$ cat src/rtl/serv_mac_pkg.sv
// rtl/serv_mac_pkg.sv - shared state encoding, word width and beat-counter sizing
package serv_mac_pkg;

   localparam int XLEN = 32;

   typedef enum logic [1:0] {
      ST_IDLE    = 2'd0,
      ST_CAPTURE = 2'd1,
      ST_HOLD    = 2'd2,
      ST_PLAY    = 2'd3
   } state_t;

   // Counter width for xlen/w beats; never narrower than one bit.
   function automatic int beat_cnt_w(input int xlen, input int w);
      int n;
      n = xlen / w;
      return (n > 1) ? $clog2(n) : 1;
   endfunction

endpackage

$ cat src/rtl/serv_beat_cnt.sv
// rtl/serv_beat_cnt.sv - enable-gated wrapping beat counter with last-beat flag
module serv_beat_cnt #(
   parameter int N  = 32,
   parameter int CW = 5
) (
   input  logic          clk,
   input  logic          i_rst_n,
   input  logic          i_clr,
   input  logic          i_en,
   output logic [CW-1:0] o_cnt,
   output logic          o_last
);

   localparam logic [CW-1:0] LAST = CW'(N - 1);

   logic [CW-1:0] r_cnt;

   // Advance one beat per enabled cycle, wrapping after the last beat.
   always_ff @(posedge clk or negedge i_rst_n) begin
      if (!i_rst_n) begin
         r_cnt <= '0;
      end else if (i_clr) begin
         r_cnt <= '0;
      end else if (i_en) begin
         r_cnt <= (r_cnt == LAST) ? '0 : r_cnt + 1'b1;
      end
   end

   assign o_cnt  = r_cnt;
   assign o_last = (r_cnt == LAST);

endmodule

$ cat src/rtl/serv_mac_buf.sv
// rtl/serv_mac_buf.sv - bit-serial result buffer: captures rd into a word, replays it as buf
module serv_mac_buf
   import serv_mac_pkg::*;
#(
   parameter int W    = 1,
   parameter int B    = W - 1,
   parameter int XLEN = serv_mac_pkg::XLEN
) (
   input  logic            clk,
   input  logic            i_rst_n,
   input  logic            i_en,
   input  logic            i_cap_start,
   input  logic [B:0]      i_rd,
   output logic [XLEN-1:0] o_word,
   output logic            o_word_valid,
   input  logic            i_word_ready,
   input  logic            i_play_start,
   output logic [B:0]      o_buf,
   output logic            o_busy
);

   localparam int NB = XLEN / W;
   localparam int CW = beat_cnt_w(XLEN, W);

   state_t          r_state;
   state_t          w_state_nxt;
   logic [XLEN-1:0] r_word;
   logic [CW-1:0]   w_cnt;
   logic            w_last;
   logic            w_run;
   logic            w_beat;

   // Counter only runs while shifting; it sits at zero otherwise so each
   // capture or replay begins at the LSB beat.
   assign w_run  = (r_state == ST_CAPTURE) || (r_state == ST_PLAY);
   assign w_beat = w_run && i_en;

   serv_beat_cnt #(
      .N  (NB),
      .CW (CW)
   ) u_beat_cnt (
      .clk     (clk),
      .i_rst_n (i_rst_n),
      .i_clr   (!w_run),
      .i_en    (w_beat),
      .o_cnt   (w_cnt),
      .o_last  (w_last)
   );

   // State register.
   always_ff @(posedge clk or negedge i_rst_n) begin
      if (!i_rst_n) begin
         r_state <= ST_IDLE;
      end else begin
         r_state <= w_state_nxt;
      end
   end

   // Next state and status outputs; a fresh capture outranks replay, which
   // outranks a plain consumer handshake.
   always_comb begin
      w_state_nxt  = r_state;
      o_word_valid = (r_state == ST_HOLD);
      o_busy       = w_run;
      case (r_state)
         ST_IDLE: begin
            if (i_cap_start)       w_state_nxt = ST_CAPTURE;
            else if (i_play_start) w_state_nxt = ST_PLAY;
         end
         ST_CAPTURE: begin
            if (i_en && w_last)    w_state_nxt = ST_HOLD;
         end
         ST_HOLD: begin
            if (i_cap_start)       w_state_nxt = ST_CAPTURE;
            else if (i_play_start) w_state_nxt = ST_PLAY;
            else if (i_word_ready) w_state_nxt = ST_IDLE;
         end
         ST_PLAY: begin
            if (i_en && w_last)    w_state_nxt = ST_IDLE;
         end
         default: w_state_nxt = ST_IDLE;
      endcase
   end

   // Deposit each enabled capture beat into its slot of the word.
   always_ff @(posedge clk or negedge i_rst_n) begin
      if (!i_rst_n) begin
         r_word <= '0;
      end else if ((r_state == ST_CAPTURE) && i_en) begin
         for (int b = 0; b < NB; b++) begin
            if (w_cnt == CW'(b)) r_word[b*W +: W] <= i_rd;
         end
      end
   end

   // Replay beat selected by the counter; zero outside PLAY so it can be ORed.
   always_comb begin
      o_buf = '0;
      if (r_state == ST_PLAY) begin
         for (int b = 0; b < NB; b++) begin
            if (w_cnt == CW'(b)) o_buf = r_word[b*W +: W];
         end
      end
   end

   assign o_word = r_word;

endmodule
$ cat config.mk
export PLATFORM = sky130hd
export DESIGN_NAME = serv_mac_buf
export DESIGN_NICKNAME = d
export VERILOG_FILES = /design/src/rtl/serv_mac_pkg.sv /design/src/rtl/serv_beat_cnt.sv /design/src/rtl/serv_mac_buf.sv
export SDC_FILE = /design/constraint.sdc
export NUM_CORES = 1
export LEC_CHECK = 0
export ABC_AREA = 1
export BUFFER_PORTS_ARGS = -buffer_cell sky130_fd_sc_hd__buf_4
export CAP_MARGIN = 20
export CORE_AREA = 2 2 75 77
export DETAILED_ROUTE_END_ITERATION = 6
export DIE_AREA = 0 0 77 79
export HOLD_SLACK_MARGIN = 0.03
export PLACE_DENSITY = 0.66
export SETUP_SLACK_MARGIN = 0.2
export SYNTH_ARGS = -nofsm -noshare
export SYNTH_HDL_FRONTEND = slang
export SYNTH_SLANG_ARGS = --single-unit
$ cat constraint.sdc
create_clock -name clk -period 3.22 [get_ports clk]
set_input_delay 0.483 -clock clk [delete_from_list [all_inputs] [get_ports clk]]
set_output_delay 0.483 -clock clk [all_outputs]
set_load 0.01 [all_outputs]
* Word-level counts from Yosys, hierarchy flattened
Index checks and enable logic that the tools add are counted.
** Operators by class
- Add/sub/neg operators :: 1
- Eq/ne operators :: 39
- Reductions and logical operators :: 39
- Mux-type cells :: 44
** Operator list (number)
- $eq A5 B5 Y1 const B :: 16
- $reduce_and A2 Y1 :: 32
- $eq A5 B4 Y1 const B :: 8
- $mux W1 :: 33
- $eq A5 B3 Y1 const B :: 4
- $mux W5 :: 3
- $mux W2 :: 7
- $eq A5 B2 Y1 const B :: 2
- $pmux W2 S4 :: 1
- $ne A2 B1 Y1 const B :: 3
- $add A5 B1 Y5 const B :: 1
- $eq A5 B1 Y1 const B :: 1
- $logic_not A5 Y1 :: 1
- $eq A2 B2 Y1 const B :: 2
- $ne A4 B2 Y1 const B :: 1
- $reduce_and A4 Y1 :: 1
- $logic_and A1 B1 Y1 :: 3
- $ne A3 B3 Y1 const B :: 1
- $eq A2 B1 Y1 const B :: 1
- $logic_not A2 Y1 :: 1
- $logic_or A1 B1 Y1 :: 1
** Storage, ports and cells
- Register bits :: 39
- Logic and storage cells :: 157

* Logic depth before layout (Yosys ltp)
- Depth in word-level cells :: 34
- Gate-level depth with buffers :: 36
- Mapped depth without buffers :: 35

* Modules after synthesis
Synthesis repeated with hierarchy kept, for this count alone.
** Second synthesis, totals
- Cells, all modules :: 320
- Area, all modules :: 2283.4 um^2
** By module, submodules not included
- serv_mac_buf :: times used 1, sequential area each 850.8 um^2, cells an instance 284, area each 2006.9 um^2
- serv_beat_cnt :: times used 1, sequential area each 125.1 um^2, cells an instance 36, area each 276.5 um^2

* Worst setup path after synthesis
No wires, ideal clock.
- Kind :: flip-flop to output port
- From :: reg u_beat_cnt.r_cnt[0], in the netlist u_beat_cnt.o_cnt[0]
- To :: out o_buf
- Required time :: 2.737 ns
- Arrival time :: 2.384 ns
- Setup slack :: 0.353 ns
- Stages on the path, launching flop included :: 35
- Path buffers :: 0
- Cells stage by stage :: dfrtp_1 > inv_1 > ha_1 > nand3_1 > nor2_1 > o21ai_1 > nand3_1 > nand2_1 > nand2_1 > nand2_1 > nand2_1 > nand2_1 > nand2_1 > nand2_1 > nand3_1 > nand2_1 > nand2_1 > nand2_1 > nand2_1 > nand2_1 > nand2_1 > nand2_1 > nand2_1 > nand2_1 > nand2_1 > nand2_1 > nand2_1 > nand2_1 > nand2_1 > nand2_1 > nand2_1 > nand2_1 > nand2_1 > nand2_1 > a21oi_2
** On the way
- Longest elaborated chain between the ends :: 34
- Elaborated cells between the ends (all ways) :: 65
** Ends and longest elaborated chain
- start, declared :: RTL line serv_beat_cnt.sv:16 : logic [CW-1:0] r_cnt;
- start signal, assigned :: RTL line serv_beat_cnt.sv:25 : r_cnt <= (r_cnt == LAST) ? '0 : r_cnt + 1'b1;
- $logic_not A5 Y1 :: RTL line serv_mac_buf.sv:101 : if (w_cnt == CW'(b)) o_buf = r_word[b*W +: W];
- $mux W1 (31 in series) :: RTL line serv_mac_buf.sv:101
- $mux W1 (*) :: RTL line serv_mac_buf.sv:101
- $mux W1 (*) :: RTL line serv_mac_buf.sv:99 : if (r_state == ST_PLAY) begin
- end, declared :: RTL line serv_mac_buf.sv:18 : output logic [B:0] o_buf,
Mark *: on every way between the ends. The rest lies on a longest branch, timed or not.

* Worst setup path in the final report
- From :: reg u_beat_cnt.r_cnt[1], in the netlist u_beat_cnt.o_cnt[1]
- To :: out o_buf
Same word-level chain as after synthesis.

==> flow_summary_export.csv <==
group,metric,value,unit
outcome,status,"complete, but fails checks",
outcome,failed_checks,"negative setup slack",
clock_tree,clk_latency,300,ps
setup_path,crit_fanout,5,
clock_tree,cts_tree,"yes",
setup_path,max_stage_delay,490,ps
clock_tree,cts_sinks,39,
synth,synth_area,2280,sq um
detailed_routing,vias,2222,
synth,async_flop_share,1.00,
hold_path,hold_path.class,"in -> async",
synth,yosysWarnings,0,
die,start_util,0.428,
setup_path,path_delay_family,"simple AND/OR/NAND/NOR gates",
pwr,sequentialPowerShare,0.319,
setup_path,cp.arrival,2990,ps
pwr,power.clock.fraction,0.172,
job,maxCapViolations,0,
die,core_region_area,5340,sq um
synth,synth_edf_count,0,
setup_path,crit_buf_inv,2,
die,io_pins,42,
detailed_routing,routed_wl,5440,um
setup_path,worstSetupEndpointType,"output pin",
timing,setup_violations,1,
die,die_w,77,um
setup_path,startpoint_type,"register",
clock_tree,postCtsHoldBufs,0,
clock_tree,cts_buffer_depth,2,
setup_path,crit_top_cell,"nand2_1",
placed_design,io_buffers,41,
clock_tree,numCtsBuffers,5,
final_layout,area_growth,31.1,%
placed_design,gp_congestion,0.888,
pwr,power,0.00286,W
pwr,p_per_area,954,nW/um^2
timing,relSlewSlack,0.498,
global_route,grtUsageTotal,0.183,
detailed_routing,dr.max_layer_used,"met4",
synth,syn-num-nets,326,
final_layout,final_area,3000,sq um
die,die_y,79,um
timing,skew,13.2,ps
detailed_routing,postRouteAntennaNets,0,
global_route,antenna_found_initial,0,
pwr,swShare,0.415,
timing,drv_slew,0,
pwr,p_int,0.00167,W
final_layout,n_antenna_cell,0,
placed_design,dpl_cell_area,2750,sq um
final_layout,layout_common_cells,"62 x buf_4, 57 x nand2_1, 40 x a21oi_1",
timing,worst_pin_slew,748,ps
synth,synth_area_per_cell,7.30,sq um
detailed_routing,viasPerCell,5.03,
final_layout,final_common_cell,"buf_4",
synth,synthCells,313,
synth,ys.flop_type,"dfrtp_1",
placed_design,hpwlAfterDp,3890,um
synth,ys_seq_area_frac,0.427,
global_route,grt_pass1_vias,2054,
pwr,ir_drop,0.000473,V
synth,ys_types,27,
final_layout,drive_gt1_frac,0.262,
detailed_routing,dr_wl_met2,2640,um
timing,period_needed,3470,ps
die,num_rows,27,
global_route,grt_pass1_wl,9010,um
clock_tree,root_buffer,"clkbuf_8",
setup_path,cpMaxStageDelayCell,"dfrtp_2",
setup_path,r2r_setup_slack,1220,ps
timing,hold_viol_final,0,
detailed_routing,dr.pass1.iters,4,
pwr,combPwrFrac,0.509,
clock_tree,htree_levels,2,
synth,ys_ff_latch,39,
timing,fin_crit_sh,1.08,
pwr,p_switching,0.00119,W
detailed_routing,wl_met3,213,um
detailed_routing,avgRoutedWirePerCell,12.3,um
die,die_area,6080,sq um
setup_path,worst-setup-path-type,"reg -> out",
detailed_routing,dr.first_iter.drc_count,99,
final_layout,fin_nets,382,
setup_path,cp.required,2740,ps
detailed_routing,wl_met1,2510,um
timing,rsz0062_at_grt,"yes",
global_route,grt_max_degree,43,
clock_tree,path_clk_slew,90,ps
detailed_routing,drc_errors,0,
global_route,overflow,0,
timing,fmaxAchievable,288,MHz
pwr,leakagePower,1.43,nW
timing,setup_ws,-253,ps
-- timing repair --
| action | 4_1_cts | 5_1_grt |
|---|---|---|
| setup buffers | 2 | 1 |
| endpoints found under the setup margin | 1 | 1 |
| resized for setup | 20 | 4 |
| pin swaps | 1 | 2 |
-- routing by layer --
metal | vias up | track usage
met2 | 52 | 0.309
met5 | - | 0
li1 | 1153 | -
met3 | 9 | 0.0307
met4 | 0 | 0.0804
met1 | 1008 | 0.234
-- path summary, 6_finish.rpt --
| kind | from | to | cells after the start |
|---|---|---|---|
| hold reg to reg | o_word[7] | o_word[7] | 2 |
| setup / recovery | u_beat_cnt.o_cnt[1] | o_buf | 36 |
| setup reg to reg | u_beat_cnt.o_cnt[1] | r_state[1] | 9 |
| hold / removal | i_rst_n | u_beat_cnt.o_cnt[4] | 1 |
| max in group asynchronous | i_rst_n | u_beat_cnt.o_cnt[3] | 1 |
| min in group clk | i_rd | o_word[18] | 3 |
-- stage by stage --
stage / TNS [ps] / std cells / hold slack [ps] / setup slack [ps] / utilization
floorplan: 0 / 313 / 187 / 353 / -
finish: -253 / 442 / 138 / -253 / 0.561
global route: -703 / 442 / 178 / -703 / 0.561
CTS: -229 / 441 / 161 / -229 / 0.557
detailed placement: -19.3 / 431 / 490 / -19.3 / 0.515
global placement: 0 / 431 / 487 / 36.3 / 0.515
-- Yosys cell counts (2+ instances only) --
master    instances  area (sq um)
o21ai_1           2          10.0
inv_1            36           135
o22ai_1           3          18.8
o21ai_0          14          70.1
nor2_1           39           146
dfrtp_1          39           976
buf_6             3          33.8
a31oi_1          21           131
nand3_1          16          80.1
clkinv_1          2          7.51
nand4_1           3          18.8
nor2_2            2          12.5
nand2_1          58           218
inv_2             3          11.3
ha_1              6          75.1
clkbuf_1          8          30.0
nor3_1            9          45.0
a21oi_1          40           200
-- flip-flops by register name, indices dropped and copies added, names as in the netlist --
| register | count |
|---|---|
| o_word | 32 |
| r_state | 2 |
| u_beat_cnt.o_cnt | 5 |
-- cells by family after synthesis --
| family | Yosys count | share of synthesized area |
|---|---|---|
| adder cells (fa/ha/maj) | 6 | 0.0329 |
| flip-flops | 39 | 0.427 |
| XOR/XNOR | 1 | 0.00383 |
| buffers and inverters | 54 | 0.0991 |
| AND/OR/NAND/NOR | 130 | 0.238 |
| AO/OA/AOI/OAI | 83 | 0.199 |
-- power groups by stage --
| stage | clock network (W) | logic [W] | registers (W) |
|---|---|---|---|
| final | 0.000491 | 0.00146 | 0.000912 |
| after global routing | 0.000521 | 0.00165 | 0.000949 |
| after CTS | 0.000501 | 0.00144 | 0.000911 |
| after detailed placement | 0 | 0.00138 | 0.000899 |
| after global placement | 0 | 0.00136 | 0.000898 |
| after floorplan | 0 | 0.000769 | 0.000951 |
-- area by class of cell --
type	instances	area (sq um)
well taps	72	90.1
clock inverters	3	67.6
repair buffers	62	465
multi-input cells	220	1160
clock buffers	5	68.8
fillers	519	2340
inverters	41	159
flip-flops and latches	39	981
No activity file was read; power rests on OpenSTA's default activity.
